**config.mk**
```make
export PLATFORM = sky130hd
export DESIGN_NAME = cnn_stream_frontend
export DESIGN_NICKNAME = d
export VERILOG_FILES = /design/src/rtl/cnn_stream_frontend.sv
export SDC_FILE = /design/constraint.sdc
export NUM_CORES = 1
export LEC_CHECK = 0
export CAP_MARGIN = 10
export CORE_MARGIN = 8
export CORE_UTILIZATION = 25
export CTS_CLUSTER_SIZE = 28
export DETAILED_ROUTE_END_ITERATION = 10
export PLACE_DENSITY = 0.5
export RECOVER_POWER = 100
export SLEW_MARGIN = 20
export SYNTH_ARGS = -nofsm -noshare
export SYNTH_HDL_FRONTEND = slang
export SYNTH_SLANG_ARGS = --single-unit
export TNS_END_PERCENT = 20
```
**constraint.sdc**
```tcl
create_clock -name clk -period 4.7 [get_ports clk]
set_clock_uncertainty 0.1 [all_clocks]
set_input_delay 0.705 -clock clk [delete_from_list [all_inputs] [get_ports clk]]
set_output_delay 0.705 -clock clk [all_outputs]
set_load 0.05 [all_outputs]
```
**src/rtl/cnn_stream_frontend.sv**
```systemverilog
// Stream front/back end for cnn_accelerator: assembles a byte-serial valid/ready
// stream into the weight and ifmap arrays, runs the accelerator, captures the
// pooled ofmap on done and replays it as a valid/ready output stream.
module cnn_stream_frontend #(
   parameter int DATA_WIDTH      = 8,
   parameter int IFMAP_SIZE      = 6,
   parameter int KERNEL_SIZE     = 3,
   parameter int POOL_OFMAP_SIZE = 2
) (
   input  logic                         clk,
   input  logic                         reset,
   input  logic                         s_valid,
   output logic                         s_ready,
   input  logic [DATA_WIDTH-1:0]        s_data,
   input  logic                         reuse_w,
   output logic                         acc_en,
   output logic signed [DATA_WIDTH-1:0] acc_weights [KERNEL_SIZE][KERNEL_SIZE],
   output logic [DATA_WIDTH-1:0]        acc_ifmap [IFMAP_SIZE][IFMAP_SIZE],
   input  logic [DATA_WIDTH-1:0]        acc_ofmap [POOL_OFMAP_SIZE][POOL_OFMAP_SIZE],
   input  logic                         acc_done,
   output logic                         m_valid,
   input  logic                         m_ready,
   output logic [DATA_WIDTH-1:0]        m_data,
   output logic                         m_last,
   output logic                         busy
);

   localparam int W_BEATS = KERNEL_SIZE * KERNEL_SIZE;
   localparam int X_BEATS = IFMAP_SIZE * IFMAP_SIZE;
   localparam int O_BEATS = POOL_OFMAP_SIZE * POOL_OFMAP_SIZE;
   localparam int IDX_W   = $clog2(X_BEATS);

   localparam logic [IDX_W-1:0] W_LAST = IDX_W'(W_BEATS - 1);
   localparam logic [IDX_W-1:0] X_LAST = IDX_W'(X_BEATS - 1);
   localparam logic [IDX_W-1:0] O_LAST = IDX_W'(O_BEATS - 1);

   typedef enum logic [2:0] {IDLE, LOAD_W, LOAD_X, RUN, UNLOAD} state_t;

   state_t                state;
   state_t                state_next;
   logic [IDX_W-1:0]      idx;
   logic [DATA_WIDTH-1:0] obuf [POOL_OFMAP_SIZE][POOL_OFMAP_SIZE];
   logic                  s_fire;
   logic                  m_fire;
   logic                  s_last;
   logic                  o_last;

   // One index serves every phase, so the terminal value depends on the state.
   assign s_last = (state == LOAD_W) ? (idx == W_LAST) : (idx == X_LAST);
   assign o_last = (idx == O_LAST);
   assign s_fire = s_valid && s_ready;
   assign m_fire = m_valid && m_ready;

   // State register; reset pulls acc_en and the stream handshakes low at once.
   always_ff @(posedge clk or negedge reset) begin
      if (!reset) state <= IDLE;
      else        state <= state_next;
   end

   // Next-state and control outputs, all decoded from the current state.
   always_comb begin
      // NOTE: every output gets a default before the case so no path leaves one unassigned (no latches).
      state_next = state;
      s_ready    = 1'b0;
      acc_en     = 1'b0;
      m_valid    = 1'b0;
      m_last     = 1'b0;
      m_data     = '0;
      busy       = 1'b1;
      case (state)
         IDLE: begin
            busy       = 1'b0;
            state_next = LOAD_W;
         end
         LOAD_W: begin
            s_ready = 1'b1;
            if (s_valid && s_last) state_next = LOAD_X;
         end
         LOAD_X: begin
            s_ready = 1'b1;
            if (s_valid && s_last) state_next = RUN;
         end
         RUN: begin
            acc_en = 1'b1;
            if (acc_done) state_next = UNLOAD;
         end
         UNLOAD: begin
            m_valid = 1'b1;
            m_last  = o_last;
            for (int r = 0; r < POOL_OFMAP_SIZE; r++)
               for (int c = 0; c < POOL_OFMAP_SIZE; c++)
                  if (idx == IDX_W'(r * POOL_OFMAP_SIZE + c)) m_data = obuf[r][c];
            if (m_ready && o_last) state_next = reuse_w ? LOAD_X : LOAD_W;
         end
         default: state_next = IDLE;
      endcase
   end

   // Shared index, input array assembly and output-buffer capture.
   always_ff @(posedge clk or negedge reset) begin
      if (!reset) begin
         // NOTE: these arrays drive the accelerator ports directly, so they are reset like any other state.
         idx <= '0;
         for (int r = 0; r < KERNEL_SIZE; r++)
            for (int c = 0; c < KERNEL_SIZE; c++)
               acc_weights[r][c] <= '0;
         for (int r = 0; r < IFMAP_SIZE; r++)
            for (int c = 0; c < IFMAP_SIZE; c++)
               acc_ifmap[r][c] <= '0;
         for (int r = 0; r < POOL_OFMAP_SIZE; r++)
            for (int c = 0; c < POOL_OFMAP_SIZE; c++)
               obuf[r][c] <= '0;
      end else begin
         if (s_fire) begin
            idx <= s_last ? '0 : idx + IDX_W'(1);
            if (state == LOAD_W) begin
               for (int r = 0; r < KERNEL_SIZE; r++)
                  for (int c = 0; c < KERNEL_SIZE; c++)
                     if (idx == IDX_W'(r * KERNEL_SIZE + c)) acc_weights[r][c] <= s_data;
            end else begin
               for (int r = 0; r < IFMAP_SIZE; r++)
                  for (int c = 0; c < IFMAP_SIZE; c++)
                     if (idx == IDX_W'(r * IFMAP_SIZE + c)) acc_ifmap[r][c] <= s_data;
            end
         end
         if (m_fire) idx <= o_last ? '0 : idx + IDX_W'(1);
         if (state == RUN && acc_done) begin
            for (int r = 0; r < POOL_OFMAP_SIZE; r++)
               for (int c = 0; c < POOL_OFMAP_SIZE; c++)
                  obuf[r][c] <= acc_ofmap[r][c];
         end
      end
   end

endmodule

```
==> results.toml, run 1 <==
[power]
switching_power_uw = 3820
switching_share_pct = 34.9
power.density_nw_per_um2 = 490
p_int_uw = 7110
pwr-share-seq_pct = 38.8
ir_worst_vdd_mv = 0.275
pwr-share-clk_pct = 32.9
power_leakage_uw = 0.0116
combPwrFrac_pct = 28.4

[logic_synthesis]
synth_cell_types = 50
ys_warn_count = 0
synth_mux_area_share_pct = 27.5
synth_ff_type = "dfrtp_1"
ys_seq_area_share_pct = 62.5
synth-simple-area-share_pct = 6.02
synth_top_family_by_area = "multiplexers"
syn_area_um2 = 16100
synth_top_area_share_pct = 62.5
synth_fa_ha_area_share_pct = 0.312
synth-edff-count = 0
ys_ff_latch = 401
synth-xor-area-share_pct = 0.109
synth_compound_area_share_pct = 1.38
synth_nets = 1072
synth_top_area_cell = "dfrtp_1"
async_reset_ff_share_pct = 100
post_synth.cell_area_avg_um2 = 15.7
syn_inst = 1022
synth.area.top_cells = "dfrtp_1, mux2_2, nand3_4"

[cts]
insertion_delay_ns = 0.56
clk_path_buf_depth = 3
cts_num_sinks = 401
clock_tree.root_cell = "clkbuf_16"
h-tree-depth = 2
post_cts_buffers = 0
tritoncts = "built"
numCtsBuffers = 46
ctsHoldBuffers = 0
clkSlewWorstSetupHoldPaths_ns = 0.06
cts_resized = 0

[critical_path]
max_stage_delay_ns = 0.91
crit_chain = "inv_1, ha_1, nor2b_1, a221o_1, nand3_1, a21oi_1, dlygate4sd3_1"
cp.required_ns = 3.89
crit_slowest_cell = "dlygate4sd3_1"
startpoint_type = "flop"
path_delay_family = "buffers and inverters"
crit_type = "reg -> out"
path_buf_inv = 2
endpoint_kind = "primary output"
arrival_ns = 3.33
critical_path_peak_fanout = 8

[die]
die_h_um = 269
die_area_um2 = 72600
core_um2 = 64000
std_cell_rows = 93
start_util_pct = 25.1
ios = 419
fp.dieW_um = 269

[status]
status = "finished, violations left"
violations = "max-capacitance violations, max-slew violations"

[timing]
rsz0062_at_grt = "no"
max_freq_ghz = 0.242
finalSetupTns_ns = 0
maxSlewHeadroom_pct = -88.4
drv_slew = 131
worst_slew_pin_slew_ns = 2.83
finalSetupViolations = 0
period_share_pct = 88.0
finalHoldViolCount = 0
period_minus_slack_ns = 4.14
setup_ws_ns = 0.565

[placed_design]
gp_congestion = 0.750
hpwl_um = 37600
portBuffers = 418
post-place-ws_ns = 1.21

[grt]
overflow = 0
antenna_found_initial = 2
grt_usage_pct = 14.8
grt_pass1_vias = 10961
grt_max_degree = 100
grt_pass1_wl_um = 81400

[detailed_routing]
via_per_inst = 4.36
first_pass_iters = 4
drc = 0
totalWireLength_um = 54800
drtIter0Drc = 292
vias = 10186
ant_nets = 0
avgRoutedWirePerCell_um = 23.5

[cells_and_area]
final_util_pct = 34.9
final_layout_size_suffix_gt1_share_pct = 33.6
regArea_um2 = 10000
fillerInstances = 6298
multi_input_area_um2 = 5360
area_delta_synth_final_pct = 39.0
nNetsFinal = 1494

[job]
cap_violations = 2

[worst_hold_path]
hold_class = "in -> reg"
-- power groups by stage --
stage / Combinational [µW] / Sequential (µW) / Clock, µW
final: 3100 / 4240 / 3590
after global routing: 3260 / 4310 / 3890
after global placement: 3360 / 4310 / 0
after CTS: 3380 / 4260 / 3750
after detailed placement: 3380 / 4320 / 0
after floorplan: 949 / 5450 / 0
-- flip-flops by register name, summed over array words and instances, names as in the netlist --
| register | flops |
|---|---|
| acc_ifmap | 288 |
| acc_weights | 72 |
| obuf | 32 |
| idx | 6 |
| state | 3 |
-- worst paths after layout --
kind                                start              to  slack (ns)  cells after the start
max                                idx[0]       m_data[1]        0.56                      7
min                             s_data[4]  acc_ifmap[252]        0.32                      2
max reg2reg                      state[0]   acc_ifmap[32]        1.26                      5
min reg2reg                acc_ifmap[221]  acc_ifmap[221]        0.40                      1
max in group asynchronous           reset  acc_ifmap[235]        1.05                      2
min in group asynchronous           reset  acc_ifmap[165]        0.93                      1
-- layer usage --
metal / vias to the layer above / part of all wire [%] / wire (µm) / global-route usage [%]
li1: 4503 / - / - / -
met2: 263 / 50 / 27600 / 25.4
met4: 4 / 1.9 / 1050 / 3.50
met3: 64 / 5.8 / 3200 / 4.39
met5: - / 0.049 / 27 / 0
met1: 5352 / 42 / 23000 / 18.1
-- Yosys cell counts, types with 2 or more instances --
cell	count
dfrtp_1	401
mux2_2	392
clkbuf_1	37
nand2_1	20
buf_2	16
nand3_2	16
nand3_4	16
nand3_1	13
buf_1	10
a21oi_1	9
a221o_1	8
nand2b_1	8
inv_1	6
nand2_2	6
and3_1	5
o21ai_0	5
ha_1	4
nor2_1	4
nor2b_1	4
and2_1	3
buf_4	3
or3_1	3
and3b_1	2
buf_8	2
nand4b_1	2
nor3b_2	2
xor2_1	2
-- layout by cell type (no fill, tap or decap), types with 9 or more instances in the layout --
master and n:
a21oi_1 9, clkbuf_16 47, clkdlybuf4s50_1 35, dlygate4sd3_1 373, clkbuf_8 11, mux2_2 392, buf_4 14, nand3_1 45
dfrtp_1 401, clkbuf_1 22, nand2_1 26
-- final cells by class --
type	count	share of cell area, %
diodes	1	0.0112
clock buffers	73	6.20
clock inverters	9	0.577
inverters	7	0.118
multi-input cells	545	24.0
flip-flops and latches	401	45.0
well taps	855	4.79
repair buffers	443	19.3
-- cell families after synthesis --
| kind of cell | Yosys count |
|---|---|
| compound gates | 30 |
| xor+xnor | 2 |
| fa+ha+maj | 4 |
| buf+inv | 76 |
| flops | 401 |
| simple gates | 116 |
| mux | 393 |
-- through the flow --
stage / area [µm²] / hold slack, ns / std cells / total power [µW]
after floorplan: 16100 / 0.309 / 1022 / 6400
after global placement: 21200 / 0.386 / 2251 / 7670
after detailed placement: 21200 / 0.390 / 2251 / 7700
after CTS: 22700 / 0.133 / 2333 / 11400
after global routing: 22300 / 0.286 / 2333 / 11500
final: 22300 / 0.324 / 2334 / 10900
(Power assumes the default switching activity.)
==> run 2: changes to the inputs <==
--- a/config.mk
+++ b/config.mk
@@ -5,7 +5,6 @@
 export SDC_FILE = /design/constraint.sdc
 export NUM_CORES = 1
 export LEC_CHECK = 0
-export CAP_MARGIN = 10
 export CORE_MARGIN = 8
 export CORE_UTILIZATION = 25
 export CTS_CLUSTER_SIZE = 28
==> results of run 2 <==
No change in the layout: final DEF, timing and power equal those of run 1.
